File: config.mk
export PLATFORM = sky130hd
export DESIGN_NAME = add_seq
export DESIGN_NICKNAME = d
export VERILOG_FILES = /design/src/rtl/add_seq.sv
export SDC_FILE = /design/constraint.sdc
export NUM_CORES = 1
export LEC_CHECK = 0
export ABC_AREA = 1
export CAP_MARGIN = 15
export CORE_UTILIZATION = 45
export DETAILED_ROUTE_END_ITERATION = 6
export MAX_ROUTING_LAYER = met4
export PLACE_DENSITY = 0.76
export SYNTH_ARGS = -nofsm -noshare
export SYNTH_HDL_FRONTEND = slang
export SYNTH_SLANG_ARGS = --single-unit
File: constraint.sdc
create_clock -name clk -period 3.6 [get_ports clk]
set_input_delay 0.72 -clock clk [delete_from_list [all_inputs] [get_ports clk]]
set_output_delay 0.72 -clock clk [all_outputs]
set_load 0.005 [all_outputs]
File: src/rtl/add_seq.sv
// add_seq: multi-cycle adder summing one DIGIT-bit slice per clock with a registered carry.
module add_seq #(
  parameter int W = 32,
  parameter int DIGIT = 4
) (
  input  logic         clk,
  input  logic         rst,
  input  logic         start,
  input  logic [W-1:0] A,
  input  logic [W-1:0] B,
  input  logic         Cin,
  output logic         busy,
  output logic         done,
  output logic [W-1:0] result,
  output logic         Cout,
  output logic         overflow
);
  localparam int N = W / DIGIT;
  localparam int IW = N > 1 ? $clog2(N) : 1;
  typedef enum logic [1:0] {IDLE, RUN, DONE} state_t;
  state_t state_q;
  logic [IW-1:0] idx_q;
  logic [W-1:0] a_q, b_q, result_q;
  logic c_q, cout_q, ovf_q;
  logic [DIGIT-1:0] a_sl, b_sl;
  logic [DIGIT:0] sum_d;
  logic msb_cin_d;
  // carry into the slice MSB recovered from its sum bit: s = a ^ b ^ cin
  always_comb begin
    a_sl = a_q[idx_q*DIGIT +: DIGIT];
    b_sl = b_q[idx_q*DIGIT +: DIGIT];
    sum_d = {1'b0, a_sl} + {1'b0, b_sl} + {{DIGIT{1'b0}}, c_q};
    msb_cin_d = a_sl[DIGIT-1] ^ b_sl[DIGIT-1] ^ sum_d[DIGIT-1];
  end
  always_ff @(posedge clk) begin
    if (rst) begin
      state_q <= IDLE;
      idx_q <= '0;
      a_q <= '0;
      b_q <= '0;
      c_q <= 1'b0;
      result_q <= '0;
      cout_q <= 1'b0;
      ovf_q <= 1'b0;
    end else if (state_q == RUN) begin
      result_q[idx_q*DIGIT +: DIGIT] <= sum_d[DIGIT-1:0];
      c_q <= sum_d[DIGIT];
      idx_q <= idx_q + 1'b1;
      if (idx_q == IW'(N-1)) begin
        cout_q <= sum_d[DIGIT];
        ovf_q <= sum_d[DIGIT] ^ msb_cin_d;
        state_q <= DONE;
      end
    end else if (start) begin
      a_q <= A;
      b_q <= B;
      c_q <= Cin;
      idx_q <= '0;
      result_q <= '0;
      state_q <= RUN;
    end else begin
      state_q <= IDLE;
    end
  end
  assign busy = state_q == RUN;
  assign done = state_q == DONE;
  assign result = result_q;
  assign Cout = cout_q;
  assign overflow = ovf_q;
endmodule

==> impl_metrics.env, run 1 <==
export IMPL_seq_area_frac_synth_pct=45.3
export IMPL_cts_buffers=9
export IMPL_switching_share_pct=29.6
export IMPL_ant_nets=0
export IMPL_multi_input_area_um2=2240
export IMPL_max_freq_ghz=0.348
export IMPL_final_net_count=802
export IMPL_ir_worst_vdd_v=0.000242
export IMPL_synth_edff_count=0
export IMPL_yosysWarnings=0
export IMPL_fin_setup_tns_ps=0
export IMPL_drv_slew=0
export IMPL_cap_violations=0
export IMPL_cts_buffer_depth=2
export IMPL_slew_headroom_pct=60.8
export IMPL_final_cell_mix="nor2_1, dfxtp_1, clkdlybuf4s50_1"
export IMPL_cts_tree="done"
export IMPL_critPathCaptureType="flip-flop"
export IMPL_cts_root_buf="clkbuf_8"
export IMPL_synth_top_area_cell="dfxtp_1"
export IMPL_clkTransAtPathRegs_ps=100
export IMPL_die_area_um2=10600
export IMPL_syn_area_per_cell_um2=7.16
export IMPL_wl_mm=11.2
export IMPL_drive_above_1_share_pct=6.58
export IMPL_syn_inst=642
export IMPL_path_class="flip-flop to flip-flop"
export IMPL_port_buffers=103
export IMPL_via_count=4392
export IMPL_dpl_cell_count=847
export IMPL_critPathMaxFanout=43
export IMPL_intPower_mw=1.68
export IMPL_p_switching_mw=0.705
export IMPL_startpoint_type="flip-flop"
export IMPL_register_area_um2=2080
export IMPL_clock_sinks=104
export IMPL_io_pins=104
export IMPL_core_area_um2=9820
export IMPL_p_clk_share_pct=28.8
export IMPL_drc=0
export IMPL_finalCritPeriodShare_pct=79.9
export IMPL_netlist_area_um2=4600
export IMPL_synth_top_area_share_pct=45.3
export IMPL_fin_crit_ps=2870
export IMPL_die_y_um=103
export IMPL_place_congestion=0.924
export IMPL_routed_via_density=5.09
export IMPL_layout_commonest_cell="nor2_1"
export IMPL_dpl_hpwl_mm=8.33
export IMPL_worst_pin_slew_ps=588
export IMPL_sequentialPowerShare_pct=52.5
export IMPL_p_comb_share_pct=18.7
export IMPL_antenna_cells=0
export IMPL_synthFlopType="dfxtp_1"
export IMPL_post_cts_setup_buffers=0
export IMPL_htree_levels=3
export IMPL_area_growth_pct=27.3
export IMPL_final_util_pct=59.6
export IMPL_grt_max_degree=69
export IMPL_rsz0062_at_grt="no"
export IMPL_ys_types=32
export IMPL_finClkSkew_ps=11.4
export IMPL_ys_top_cells_by_area="dfxtp_1, nor2_1, o21ai_0"
export IMPL_rows=36
export IMPL_gr_usage_all_layers_pct=23.5
export IMPL_antenna_found_initial=0
export IMPL_leakage_nw=2.22
export IMPL_clock_latency_ps=370
export IMPL_wire_per_inst_um=13.0
export IMPL_synthArstFlopShare_pct=0
export IMPL_powerDensity_nw_per_um2=407
export IMPL_status="finished clean"
export IMPL_drt_initial_drc_count=235
export IMPL_min_path_type="flip-flop to flip-flop"
export IMPL_final_hold_viol_count=0
export IMPL_grt_pass1_vias=4119
export IMPL_grt_first_pass_wirelength_mm=19.0
export IMPL_syn_num_nets=719
export IMPL_cts_resized=0
export IMPL_drt_pass1_iter_count=4
export IMPL_nFillCells=952
export IMPL_grt_ovfl_total=0
export IMPL_final_setup_viol_count=0
export IMPL_required_ps=3910
export IMPL_fp_dieW_um=103
export IMPL_hold_buffers=0
export IMPL_ys_ff_latch=104
export IMPL_start_util_pct=46.8
export IMPL_cp_arrival_ps=3180
export IMPL_fin_cells=863
kinds of logic after synthesis:
group	after synthesis	synth area share [%]
AO/OA/AOI/OAI	156	17.5
XOR/XNOR	2	0.381
adder cells (fa/ha/maj)	9	2.78
buffers and inverters	61	5.96
flip-flops	104	45.3
AND/OR/NAND/NOR	310	28.1
Yosys cell counts (4+ instances only):
master,n
o21ai_0,97
nand4_1,6
dfxtp_1,104
nand3_1,14
nor2_2,5
nand2_1,91
ha_1,7
buf_2,14
a21oi_1,42
nor2_1,179
inv_1,15
nor3_2,4
buf_4,4
clkbuf_1,19
a31oi_1,5
inv_2,5
o22ai_1,6
routing by layer:
layer  GRT usage [%]  share of wire, %
met1            29.3                45
met2            38.8                48
met3            3.80               5.0
met4            7.69               1.5
met5               -                 0
worst paths after layout:
path | start | to | slack [ps] | cells past startpoint
max | idx_q[0] | result[18] | 730 | 13
min | result[20] | result[20] | 460 | 2
max reg2reg | idx_q[0] | result[18] | 730 | 13
min reg2reg | result[20] | result[20] | 460 | 2
critical path, cell delays in order, from the launching register on:
cell,delay [ps]
dfxtp_1,350
buf_4,380
o21ai_0,120
o21ai_0,150
a21oi_1,60
a31oi_1,210
fa_1,270
inv_1,70
fa_1,390
xnor2_1,220
nand2_1,100
nor2_1,250
nand2_1,100
a21oi_1,150
cell type report:
| cell class | count | share of cell area, % |
|---|---|---|
| clock inverters | 6 | 0.812 |
| inverters | 22 | 1.50 |
| clock buffers | 10 | 2.35 |
| flip-flops and latches | 104 | 35.6 |
| multi-input cells | 477 | 38.3 |
| well taps | 133 | 2.84 |
| repair buffers | 111 | 18.6 |
power groups by stage:
stage                     Sequential, mW  Combinational [mW]  Clock, mW
after detailed placement            1.28               0.445          0
after CTS                           1.25               0.447      0.698
final                               1.25               0.446      0.686
after global routing                1.26               0.506      0.741
after global placement              1.28               0.435          0
after floorplan                     1.26               0.297          0
metrics by stage:
step	setup slack, ps	total power [mW]	area (µm²)	hold WS [ps]
floorplan	975	1.56	4600	446
detailed placement	754	1.72	5670	453
global route	379	2.50	5850	494
CTS	728	2.39	5850	468
finish	725	2.38	5850	464
global placement	824	1.71	5670	444
registers in the layout, indices dropped and copies added, names as in the netlist:
name and cells:
c_q 1, result 32, Cout 1, state_q 2, idx_q 3, a_q 32, b_q 32, overflow 1
Power figures use the tool's default switching activity.
==> run 2, diff against run 1 <==
==> constraint.sdc (replaced) <==
create_clock -name clk -period 3 [get_ports clk]
set_input_delay 0.6 -clock clk [delete_from_list [all_inputs] [get_ports clk]]
set_output_delay 0.6 -clock clk [all_outputs]
set_load 0.005 [all_outputs]
==> impl_metrics.env, run 2 (synthesis results as in run 1) <==
export IMPL_drv_slew=0
export IMPL_final_setup_viol_count=0
export IMPL_fin_crit_ps=2860
export IMPL_hold_path_end="overflow"
export IMPL_path_class="flip-flop to flip-flop"
export IMPL_finish_instance_area_um2=5880
export IMPL_ant_nets=0
export IMPL_crit_chain="buf_12, o21ai_0, o21ai_0, a21oi_1, a31oi_1, fa_1, inv_1, fa_1, xnor2_1, nand2_1, nor2_1, nand2_1, a21oi_1"
export IMPL_cts_tree="done"
export IMPL_drt_pass1_iter_count=5
export IMPL_crit_start="idx_q[0]"
export IMPL_io_pins=104
export IMPL_die_y_um=103
export IMPL_gr_usage_all_layers_pct=23.5
export IMPL_total_power_mw=2.82
export IMPL_drive_above_1_share_pct=6.83
export IMPL_fp_dieW_um=103
export IMPL_antenna_cells=0
export IMPL_critPathCaptureType="flip-flop"
export IMPL_multi_input_area_um2=2240
export IMPL_slew_headroom_pct=60.7
export IMPL_crit_slowest_cell="dfxtp_1"
export IMPL_rr_worst_depth=13
export IMPL_rr_endpoint="result[30]"
export IMPL_final_net_count=804
export IMPL_post_dp_cell_area_um2=5710
export IMPL_rows=36
export IMPL_pre_cts_slack_ps=231
export IMPL_rsz0062_at_grt="yes"
export IMPL_die_area_um2=10600
export IMPL_status="finished clean"
export IMPL_timing_final_ws_setup_ps=137
export IMPL_cp_arrival_ps=3160
export IMPL_timing_rr_start="idx_q[0]"
export IMPL_via_count=4404
export IMPL_cts_buffer_depth=2
export IMPL_start_util_pct=46.8
export IMPL_leakage_nw=2.23
export IMPL_drc=0
export IMPL_final_cell_mix="nor2_1, dfxtp_1, clkdlybuf4s50_1"
export IMPL_clkTransAtPathRegs_ps=100
export IMPL_finClkSkew_ps=16.9
export IMPL_ir_worst_vdd_v=0.000235
export IMPL_antenna_found_initial=0
export IMPL_rrSetupSlack_ps=140
export IMPL_dpl_cell_count=849
export IMPL_max_stage_delay_ps=400
export IMPL_final_util_pct=59.9
export IMPL_core_area_um2=9820
export IMPL_clock_latency_ps=360
export IMPL_met2_usage_pct=39.5
export IMPL_required_ps=3300
export IMPL_worst_pin_slew_ps=584
export IMPL_wire_per_inst_um=13.3
export IMPL_worstHoldStart="overflow"
export IMPL_register_area_um2=2080
export IMPL_fin_setup_tns_ps=0
export IMPL_met3_usage_pct=4.00
export IMPL_finalCritPeriodShare_pct=95.4
export IMPL_post_cts_setup_buffers=0
export IMPL_layout_commonest_cell="nor2_1"
export IMPL_wl_mm=11.5
export IMPL_grt_first_pass_wirelength_mm=18.8
export IMPL_gr_usage_met1_pct=28.6
export IMPL_clock_sinks=104
export IMPL_powerDensity_nw_per_um2=480
export IMPL_critPathMaxFanout=43
export IMPL_nFillCells=956
export IMPL_cts_buffers=9
export IMPL_holdWs_ps=461
export IMPL_final_hold_viol_count=0
export IMPL_grt_pass1_vias=4118
export IMPL_cap_violations=0
export IMPL_busiest_layer="met2"
export IMPL_port_buffers=103
export IMPL_min_path_type="flip-flop to flip-flop"
export IMPL_max_freq_ghz=0.349
export IMPL_dpl_hpwl_mm=8.48
export IMPL_drt_initial_drc_count=176
export IMPL_startpoint_type="flip-flop"
export IMPL_area_growth_pct=28.0
export IMPL_grt_max_degree=69
export IMPL_htree_levels=3
export IMPL_grt_ovfl_total=0
export IMPL_cts_root_buf="clkbuf_8"
export IMPL_hold_depth=2
export IMPL_routed_via_density=5.09
export IMPL_place_congestion=0.905
export IMPL_fin_cells=865
## run 2: changes by cell type in the layout (fill, tap and decap cells not counted), sizes merged
cell / previous run / this run
clkinvlp: 1 / 3
buf: 8 / 10
clkbuf: 10 / 11
inv: 26 / 22
clkinv: 1 / 2
## run 2: what timing repair did
| action | in CTS | in global routing |
|---|---|---|
| gates resized for setup | 0 | 1 |
| hold buffers | 0 | 0 |
| setup endpoints to repair | 0 | 13 |
## run 2: worst max-delay path: cells and delay by family (launching register included)
kind / cells / cell delay (ps)
AO/OA/AOI/OAI: 5 / 720
XOR/XNOR: 1 / 230
adder cells (fa/ha/maj): 2 / 670
buffers and inverters: 2 / 290
flip-flops: 1 / 400
AND/OR/NAND/NOR: 3 / 480
## run 2: how the worst max path moves through the flow
stage,to,cells past startpoint
6_report,result[30],13
3_3_place_gp,overflow,12
2_1_floorplan,result[29],14
5_1_grt,result[22],13
4_1_cts,result[21],13
3_5_place_dp,result[21],13
## run 2: final cells by class
| cell class | count | area share [%] |
|---|---|---|
| Clock buffer | 11 | 2.40 |
| Sequential cell | 104 | 35.4 |
| Clock inverter | 5 | 0.553 |
| Tap cell | 133 | 2.83 |
| Timing Repair Buffer | 113 | 19.2 |
| Inverter | 22 | 1.49 |
| Multi-Input combinational cell | 477 | 38.1 |
## run 2: routing by layer
metal,share of wire [%],wire (µm)
met1,45,5130
met2,48,5560
met3,5.6,638
met4,1.3,148
met5,0,0
## run 2: report_power, final
group	leakage (nW)	internal (mW)	switching, mW	total [mW]
Combinational	1.29	0.228	0.318	0.546
Clock	0.0813	0.322	0.459	0.781
Sequential	0.853	1.45	0.0423	1.50
==> run 3, diff against run 2 <==
--- a/config.mk
+++ b/config.mk
@@ -14,3 +14,4 @@
 export SYNTH_ARGS = -nofsm -noshare
 export SYNTH_HDL_FRONTEND = slang
 export SYNTH_SLANG_ARGS = --single-unit
+export TNS_END_PERCENT = 10
==> results of run 3 <==
No change in the layout: final DEF, timing and power equal those of run 2.
